[src/rtl/lut_gate_seq.sv]
`default_nettype none
// ============================================================================
// Module   : lut_gate_seq
// Brief    : Runtime-programmable N-input truth-table gate. The table loads
//            over a valid/ready config port in MSB-first beats and becomes
//            active atomically. The output is registered and settle-filtered
//            to model gate response delay.
// Revision : 1.0 - initial release
// ============================================================================
module lut_gate_seq #(
  parameter int                    N_IN     = 3,
  parameter int                    CFG_W    = 4,
  parameter int                    SETTLE   = 2,
  parameter logic [(2**N_IN)-1:0]  RESET_TT = 8'hBB
) (
  input  logic              clk,
  input  logic              rst_n,
  input  logic [N_IN-1:0]   in_bits,
  input  logic              cfg_valid,
  output logic              cfg_ready,
  input  logic [CFG_W-1:0]  cfg_data,
  input  logic              cfg_last,
  output logic              cfg_err,
  output logic              busy,
  output logic              out,
  output logic              out_valid
);

  localparam int TT_W  = 2**N_IN;
  localparam int BEATS = TT_W / CFG_W;
  localparam int KW    = (BEATS > 1) ? $clog2(BEATS) : 1;
  localparam int CW    = $clog2(SETTLE + 1);

  localparam logic [CW-1:0] C_SETTLE    = CW'(SETTLE);
  localparam logic [CW-1:0] C_SETTLE_M1 = CW'(SETTLE - 1);
  localparam logic [CW-1:0] C_CNT_ONE   = CW'(1);
  localparam logic [KW-1:0] C_K_LAST    = KW'(BEATS - 1);
  localparam logic [KW-1:0] C_K_ONE     = KW'(1);

  typedef enum logic [1:0] {
    S_IDLE   = 2'd0,
    S_LOAD   = 2'd1,
    S_COMMIT = 2'd2
  } state_t;

  state_t            state_q, state_d;
  logic [KW-1:0]     k_q, k_d;
  logic [TT_W-1:0]   shadow_q, shadow_d;
  logic [TT_W-1:0]   tt_q, tt_d;
  logic              err_q, err_d;

  logic [N_IN-1:0]   in_q;
  logic              cand_q, cand_d;
  logic [CW-1:0]     cnt_q, cnt_d;
  logic              out_q, out_d;

  logic              w_accept;
  logic              w_final;
  logic [N_IN-1:0]   w_bit_sel;
  logic              w_raw;

  assign cfg_ready = (state_q != S_COMMIT);
  assign busy      = (state_q != S_IDLE);
  assign cfg_err   = err_q;
  assign out       = out_q;
  assign out_valid = (cnt_q == C_SETTLE);

  assign w_accept  = cfg_valid & cfg_ready;
  assign w_final   = (k_q == C_K_LAST);

  // Row 0 maps to the table MSB, so the bit position is the inverted row index.
  assign w_bit_sel = ~in_q;
  assign w_raw     = tt_q[w_bit_sel];

  // Config FSM: collect beats into the shadow table, commit or discard it.
  always_comb begin
    state_d  = state_q;
    k_d      = k_q;
    shadow_d = shadow_q;
    tt_d     = tt_q;
    err_d    = 1'b0;
    case (state_q)
      S_IDLE, S_LOAD: begin
        if (w_accept) begin
          for (int b = 0; b < BEATS; b++) begin
            if (k_q == KW'(b)) begin
              shadow_d[TT_W-1-b*CFG_W -: CFG_W] = cfg_data;
            end
          end
          if (w_final && cfg_last) begin
            state_d = S_COMMIT;
            k_d     = '0;
          end else if (w_final || cfg_last) begin
            // Final beat without last, or last arriving early: drop the load.
            err_d    = 1'b1;
            shadow_d = '0;
            k_d      = '0;
            state_d  = S_IDLE;
          end else begin
            k_d     = k_q + C_K_ONE;
            state_d = S_LOAD;
          end
        end
      end
      S_COMMIT: begin
        tt_d    = shadow_q;
        k_d     = '0;
        state_d = S_IDLE;
      end
      default: begin
        state_d = S_IDLE;
        k_d     = '0;
      end
    endcase
  end

  // Config state, beat index, shadow/active tables and error pulse registers.
  always_ff @(posedge clk or negedge rst_n) begin
    if (!rst_n) begin
      state_q  <= S_IDLE;
      k_q      <= '0;
      shadow_q <= '0;
      tt_q     <= RESET_TT;
      err_q    <= 1'b0;
    end else begin
      state_q  <= state_d;
      k_q      <= k_d;
      shadow_q <= shadow_d;
      tt_q     <= tt_d;
      err_q    <= err_d;
    end
  end

  // Settle filter: out follows the candidate only after it has held SETTLE cycles.
  always_comb begin
    cand_d = cand_q;
    cnt_d  = cnt_q;
    out_d  = out_q;
    if (w_raw != cand_q) begin
      cand_d = w_raw;
      cnt_d  = '0;
    end else if (cnt_q != C_SETTLE) begin
      cnt_d = cnt_q + C_CNT_ONE;
      if (cnt_q == C_SETTLE_M1) begin
        out_d = cand_q;
      end
    end
    // A new table forces a fresh settle; out keeps its old value meanwhile.
    if (state_q == S_COMMIT) begin
      cnt_d = '0;
    end
  end

  // Input register and settle-filter state.
  always_ff @(posedge clk or negedge rst_n) begin
    if (!rst_n) begin
      in_q   <= '0;
      cand_q <= RESET_TT[TT_W-1];
      cnt_q  <= C_SETTLE;
      out_q  <= RESET_TT[TT_W-1];
    end else begin
      in_q   <= in_bits;
      cand_q <= cand_d;
      cnt_q  <= cnt_d;
      out_q  <= out_d;
    end
  end

endmodule
`default_nettype wire

[config.mk]
export PLATFORM = sky130hd
export DESIGN_NAME = lut_gate_seq
export DESIGN_NICKNAME = d
export VERILOG_FILES = /design/src/rtl/lut_gate_seq.sv
export SDC_FILE = /design/constraint.sdc
export NUM_CORES = 1
export LEC_CHECK = 0
export CORE_MARGIN = 4
export CORE_UTILIZATION = 45
export CTS_CLUSTER_DIAMETER = 80
export DETAILED_ROUTE_END_ITERATION = 6
export MAX_ROUTING_LAYER = met4
export PLACE_DENSITY = 0.69
export SLEW_MARGIN = 20
export SYNTH_ARGS = -nofsm -noshare
export SYNTH_HDL_FRONTEND = slang
export SYNTH_SLANG_ARGS = --single-unit
[constraint.sdc]
create_clock -name clk -period 1.7 [get_ports clk]
set_input_delay 0.425 -clock clk [delete_from_list [all_inputs] [get_ports clk]]
set_output_delay 0.425 -clock clk [all_outputs]
set_load 0.02 [all_outputs]
==> results of run 1 <==
-- flip-flops by register name, summed over array words and instances (netlist names) --
name,flops
shadow_q,8
tt_q,8
in_q,3
cnt_q,2
state_q,2
cand_q,1
cfg_err,1
out,1
-- routing by layer --
layer | up-vias | track usage
met1 | 340 | 0.1740
met2 | 15 | 0.2177
met4 | 0 | 0.07285
met5 | - | -
met3 | 4 | 0.04009
li1 | 337 | -
-- power by group --
part | internal (mW) | switching [mW]
Sequential | 0.822 | 0.0909
Clock | 0.238 | 0.184
Combinational | 0.306 | 0.266
Total | 1.37 | 0.541
-- cell type report --
type                            count  area (sq um)
Clock inverter                      1         30.03
Inverter                            6         22.52
Clock buffer                        3         22.52
Multi-Input combinational cell     47         444.2
Timing Repair Buffer               25         207.7
Tap cell                           28         35.03
Sequential cell                    26         661.9
Fill cell                         195         873.3
-- path summary, 6_finish.rpt --
| kind | from | to | slack, ns | cells past startpoint |
|---|---|---|---|---|
| worst min-delay path | rst_n | shadow_q[7]$_DFFE_PN0P_ | 0.44 | 2 |
| worst min register to register | out$_DFFE_PN1P_ | out$_DFFE_PN1P_ | 0.53 | 2 |
| worst max-delay path | out$_DFFE_PN1P_ | out | 0.07 | 1 |
| worst max register to register | in_q[0]$_DFF_PN0_ | cnt_q[1]$_DFFE_PN1P_ | 0.08 | 4 |
| min in group clk | in_bits[0] | in_q[0]$_DFF_PN0_ | 0.52 | 1 |
| max in group asynchronous | rst_n | cand_q$_DFFE_PN1P_ | 0.97 | 2 |
-- timing repair --
item / in CTS / in global routing
setup endpoints to repair: 5 / 11
gates resized for setup: 13 / 8
buffers inserted: 2 / 0
-- logic make-up after synthesis --
family / Yosys count
xor gates and xnor gates: 2
DFF: 26
muxes: 12
adders and majority gates: 5
buffers and inverters: 7
AOI/OAI and AO/OA: 13
and+or+nand+nor: 15
-- placed cells by master, fill, tap and decap left out, types with 2 or more instances in the layout --
| cell | instances |
|---|---|
| ha_1 | 5 |
| buf_2 | 2 |
| dfrtp_1 | 17 |
| dlygate4sd2_1 | 2 |
| o21ai_0 | 3 |
| clkbuf_4 | 3 |
| dfstp_2 | 9 |
| a22o_1 | 8 |
| mux4_2 | 2 |
| inv_1 | 6 |
| mux2_2 | 8 |
| clkdlybuf4s50_1 | 10 |
| and2_1 | 2 |
| buf_4 | 10 |
| nor3b_2 | 2 |
| nor2_1 | 3 |
-- metrics by stage --
stage          instance area (sq um)  setup WS (ns)
3_3_place_gp                    1361        -0.1797
4_1_cts                         1419       0.005481
6_report                        1424        0.07047
2_1_floorplan                   1121         0.1564
3_5_place_dp                    1361        -0.2466
5_1_grt                         1424      -0.005862
==> flow_summary.yaml, run 1 <==
run_status:
  outcome: "complete, no violations"
synthesis:
  synth.top_cells.by_count: "dfrtp_1 (17), dfstp_2 (9), a22o_1 (8), mux2_2 (8), inv_1 (6)"
  synthMostInstantiatedCell: "dfrtp_1"
  synth_largest_area_cell: "dfrtp_1"
  synth_xor_area_frac: 0.02232
  synth_mux_area_frac: 0.1496
  synth_top_family_by_area: "multiplexers"
  synthAdderAreaFrac: 0.05580
  ys_types: 22
  synth_flop_cell: "dfrtp_1"
  synth_edf_count: 0
  netlist.area_leader.share: 0.3795
  synthArstFlopShare: 1.000
  avgSynthCellArea_sq_um: 14.01
  syn_inst: 80
  synth_fp_nets: 96
  yosys_warnings: 0
  synthTopCellsByArea: "dfrtp_1 (38%), dfstp_2 (21%), mux2_2 (8.0%), a22o_1 (6.3%), ha_1 (5.6%)"
  syn-cell-area_sq_um: 1121
  ys_ff_latch: 26
  synth_compound_area_frac: 0.08482
  yosys.area_share.simple: 0.07254
  ys_seq_area_frac: 0.5904
critical_path:
  crit_chain: "dlygate4sd2_1"
  cp-end-kind: "output port"
  arrival_ns: 1.20
  cp_max_fo: 3
  crit_path_top_delay_cell: "dfstp_2"
  crit_buf_inv: 1
  crit_type: "reg2out"
  critPathLaunchType: "flip-flop"
  cp_slowest_stage_delay_ns: 0.56
  cpLargestDelayFamily: "flip-flops"
  required_ns: 1.27
clock_network:
  clk_latency_ns: 0.32
  cts_tree: "done"
  cts_hold_buffers: 0
  numCtsBuffers: 3
  path_clk_slew_ns: 0.14
  clock-sinks: 26
  root_buffer: "clkbuf_4"
  htreeDepth: 1
  clockBufferDepth: 2
global_routing:
  grt_pass1_wl_microns: 3401
  antenna_found_initial: 0
  grt_max_degree: 27
  overflow: 0
  grt_use_total: 0.1433
  grt_pass1_vias: 713
layout:
  nets: 125
  finish.utilization: 0.6198
  drive_above_1_share: 0.4074
  fin_cells: 136
  diodes: 0
  syn2layout_area_growth_pct: 27.01
floorplanning:
  die-area_sq_um: 3354
  row_count: 17
  die_y_microns: 57.91
  coreArea_sq_um: 2297
  ios: 16
  initial_core_util: 0.4880
  die_x_microns: 57.91
sta:
  whs_ns: 0.4369
  min_period_ns: 1.630
  fin_setup_tns_ns: 0
  fin_skew_ns: 0.006790
  tightest_slew_ns: 0.4574
  fmax_mhz: 613.7
  hold_viol: 0
  max_slew_margin: 0.6918
  fin_crit_sh: 0.9585
  slew_viol_final: 0
  setup_violations: 0
placed_design:
  gp_congestion: 0.7542
  place_hpwl_microns: 1498
  io_buffers: 15
  placed_cells: 130
detailed_routing:
  dr.pass1.iters: 4
  top_layer: "met4"
  remaining_drc_errors: 0
  wl_met2_microns: 970
  wirelength_microns: 2028
  via_per_inst: 5.118
  vias: 696
  drt_iter0_drc: 16
  ant_nets: 0
  wire_per_inst_microns: 14.91
  routed-wl-met3_microns: 96
  wl_met1_microns: 930
power_and_ir_drop:
  finalPower_mw: 1.907
  power.leakage_nw: 0.6764
  p_per_area_nw_per_um2: 1339
  max-vdd-ir-drop_uv: 693.8
hold_path:
  hold_path_class: "in2async"
flow_run:
  maxCapViolCount: 0
Power figures use the tool's default switching activity.
==> run 2: changes to the inputs <==
Settings changed: SLEW_MARGIN 20 to 40.
==> results of run 2 <==
The final DEF is identical to that of run 1; final timing and power are the same.
==> run 3: changes to the inputs <==
Settings changed: CORE_UTILIZATION 45 to 50, CTS_CLUSTER_DIAMETER 80 to not set, PLACE_DENSITY 0.69 to 0.75.
==> run 3 against run 2 <==
Core utilization rose by 7.6 points. Worst setup slack worse by 0.0069 ns. Register-to-register slack got worse by 0.02 ns. Clock power about the same. Cell area is 0.26% lower. Flip-flop and latch count stayed put. Final cell count is 1.5% lower. Critical path type is now reg2reg. Largest power group unchanged. Highest routed layer unchanged.
==> flow_summary.yaml, run 3 (synthesis gave the netlist of run 1 again) <==
clock_network:
  numCtsBuffers: 3
  cts_tree: "done"
  clock-sinks: 26
  clk_latency_ns: 0.33
  root_buffer: "clkbuf_4"
  cts_hold_buffers: 0
  htreeDepth: 1
  clockBufferDepth: 2
  path_clk_slew_ns: 0.14
sta:
  fin_setup_tns_ns: 0
  fin_crit_sh: 0.9626
  min_period_ns: 1.636
  fmax_mhz: 611.1
  slew_viol_final: 0
  fin_skew_ns: 0.01068
  max_slew_margin: 0.7081
  setup_violations: 0
  tightest_slew_ns: 0.4332
  hold_viol: 0
placed_design:
  gp_congestion: 0.7995
  io_buffers: 15
  post_dp_cell_area_sq_um: 1360
  place_hpwl_microns: 1464
floorplanning:
  die_y_microns: 55.35
  die_x_microns: 55.35
  ios: 16
  initial_core_util: 0.5490
  coreArea_sq_um: 2042
  die-area_sq_um: 3064
  row_count: 16
detailed_routing:
  ant_nets: 0
  dr.pass1.iters: 5
  wire_per_inst_microns: 14.68
  drt_iter0_drc: 6
  vias: 704
  remaining_drc_errors: 0
  wirelength_microns: 1967
  via_per_inst: 5.254
layout:
  final_area_sq_um: 1420
  multi_input_area_sq_um: 449.2
  nets: 124
  diodes: 0
  n_fill_cell: 166
  syn2layout_area_growth_pct: 26.67
  regArea_sq_um: 661.9
  mostFrequentLayoutCells: "dfrtp_1 (17), clkdlybuf4s50_1 (10), dfstp_2 (9), buf_4 (9)"
  reg_top3: "shadow_q (8), tt_q (8), in_q (3)"
  final_common_cell: "dfrtp_1"
  drive_above_1_share: 0.3738
critical_path:
  cp_max_fo: 3
  required_ns: 1.96
  crit_type: "reg2reg"
  cpLargestDelayFamily: "multiplexers"
  crit_chain: "mux4_1, mux2_4, xnor2_2, nor3_2"
  arrival_ns: 1.89
  cp_slowest_stage_delay_ns: 0.55
  crit_path_top_delay_cell: "mux4_1"
  cp-end-kind: "flip-flop"
  critPathLaunchType: "flip-flop"
  crit_buf_inv: 0
global_routing:
  overflow: 0
  grt_max_degree: 27
  grt_use_total: 0.1493
  antenna_found_initial: 0
  grt_pass1_vias: 743
  grt_pass1_wl_microns: 3463
power_and_ir_drop:
  power.leakage_nw: 0.6843
  p_per_area_nw_per_um2: 1341
  max-vdd-ir-drop_uv: 887.5
hold_path:
  hold_path_class: "in2async"
flow_run:
  maxCapViolCount: 0
run_status:
  outcome: "complete, no violations"
run 3: changes by cell type in the layout (fill, tap and decap cells not counted):
cell     delta
mux4_1      +2
nor2b_1     +1
buf_4       -1
mux4_2      -2
nor2b_2     -1
run 3: power by group:
part | switching (mW) | total [mW] | internal [mW] | leakage, nW
clock network | 0.184 | 0.422 | 0.239 | 0.0279
logic | 0.267 | 0.571 | 0.305 | 0.342
registers | 0.0892 | 0.911 | 0.822 | 0.314
run 3: layout make-up:
type / instances / area share
sequential: 26 / 0.4661
multi-input combinational: 47 / 0.3163
timing repair buffer: 24 / 0.1410
tap: 27 / 0.02379
clock inverter: 1 / 0.02115
clock buffer: 3 / 0.01586
inverter: 6 / 0.01586
run 3: metal layers:
| metal | wire length [microns] | global-route usage | share of wire | vias up |
|---|---|---|---|---|
| met3 | 94 | 0.05128 | 0.048 | 5 |
| li1 | - | - | - | 340 |
| met5 | 0 | - | 0 | - |
| met4 | 32 | 0.06250 | 0.016 | 0 |
| met2 | 956 | 0.2264 | 0.49 | 12 |
| met1 | 884 | 0.1810 | 0.45 | 347 |
run 3: worst paths after layout:
| path | cells after the start | slack, ns | endpoint | from |
|---|---|---|---|---|
| max | 4 | 0.06 | cnt_q[1]$_DFFE_PN1P_ | in_q[0]$_DFF_PN0_ |
| min | 2 | 0.43 | state_q[1]$_DFFE_PN0P_ | rst_n |
| max reg2reg | 4 | 0.06 | cnt_q[1]$_DFFE_PN1P_ | in_q[0]$_DFF_PN0_ |
| min reg2reg | 2 | 0.50 | out$_DFFE_PN1P_ | out$_DFFE_PN1P_ |
| max in group asynchronous | 2 | 0.96 | cand_q$_DFFE_PN1P_ | rst_n |
| min in group clk | 2 | 0.50 | out$_DFFE_PN1P_ | out$_DFFE_PN1P_ |
run 3: through the flow:
stage                     hold WS, ns  instances  power [mW]  utilization  setup WS, ns
after floorplan                0.1294         80       1.271            -        0.1564
after global placement         0.4564        129       1.471       0.6661       -0.1547
after detailed placement       0.4786        129       1.504       0.6661       -0.2258
after CTS                      0.4397        134       1.904       0.6893       0.02192
after global routing           0.4346        134       2.037       0.6955      -0.01237
final                          0.4344        134       1.904       0.6955       0.06354
run 3: what timing repair did:
item,CTS,global route
gates resized for setup,12,6
endpoints found under the setup margin,5,10
buffers inserted,1,0
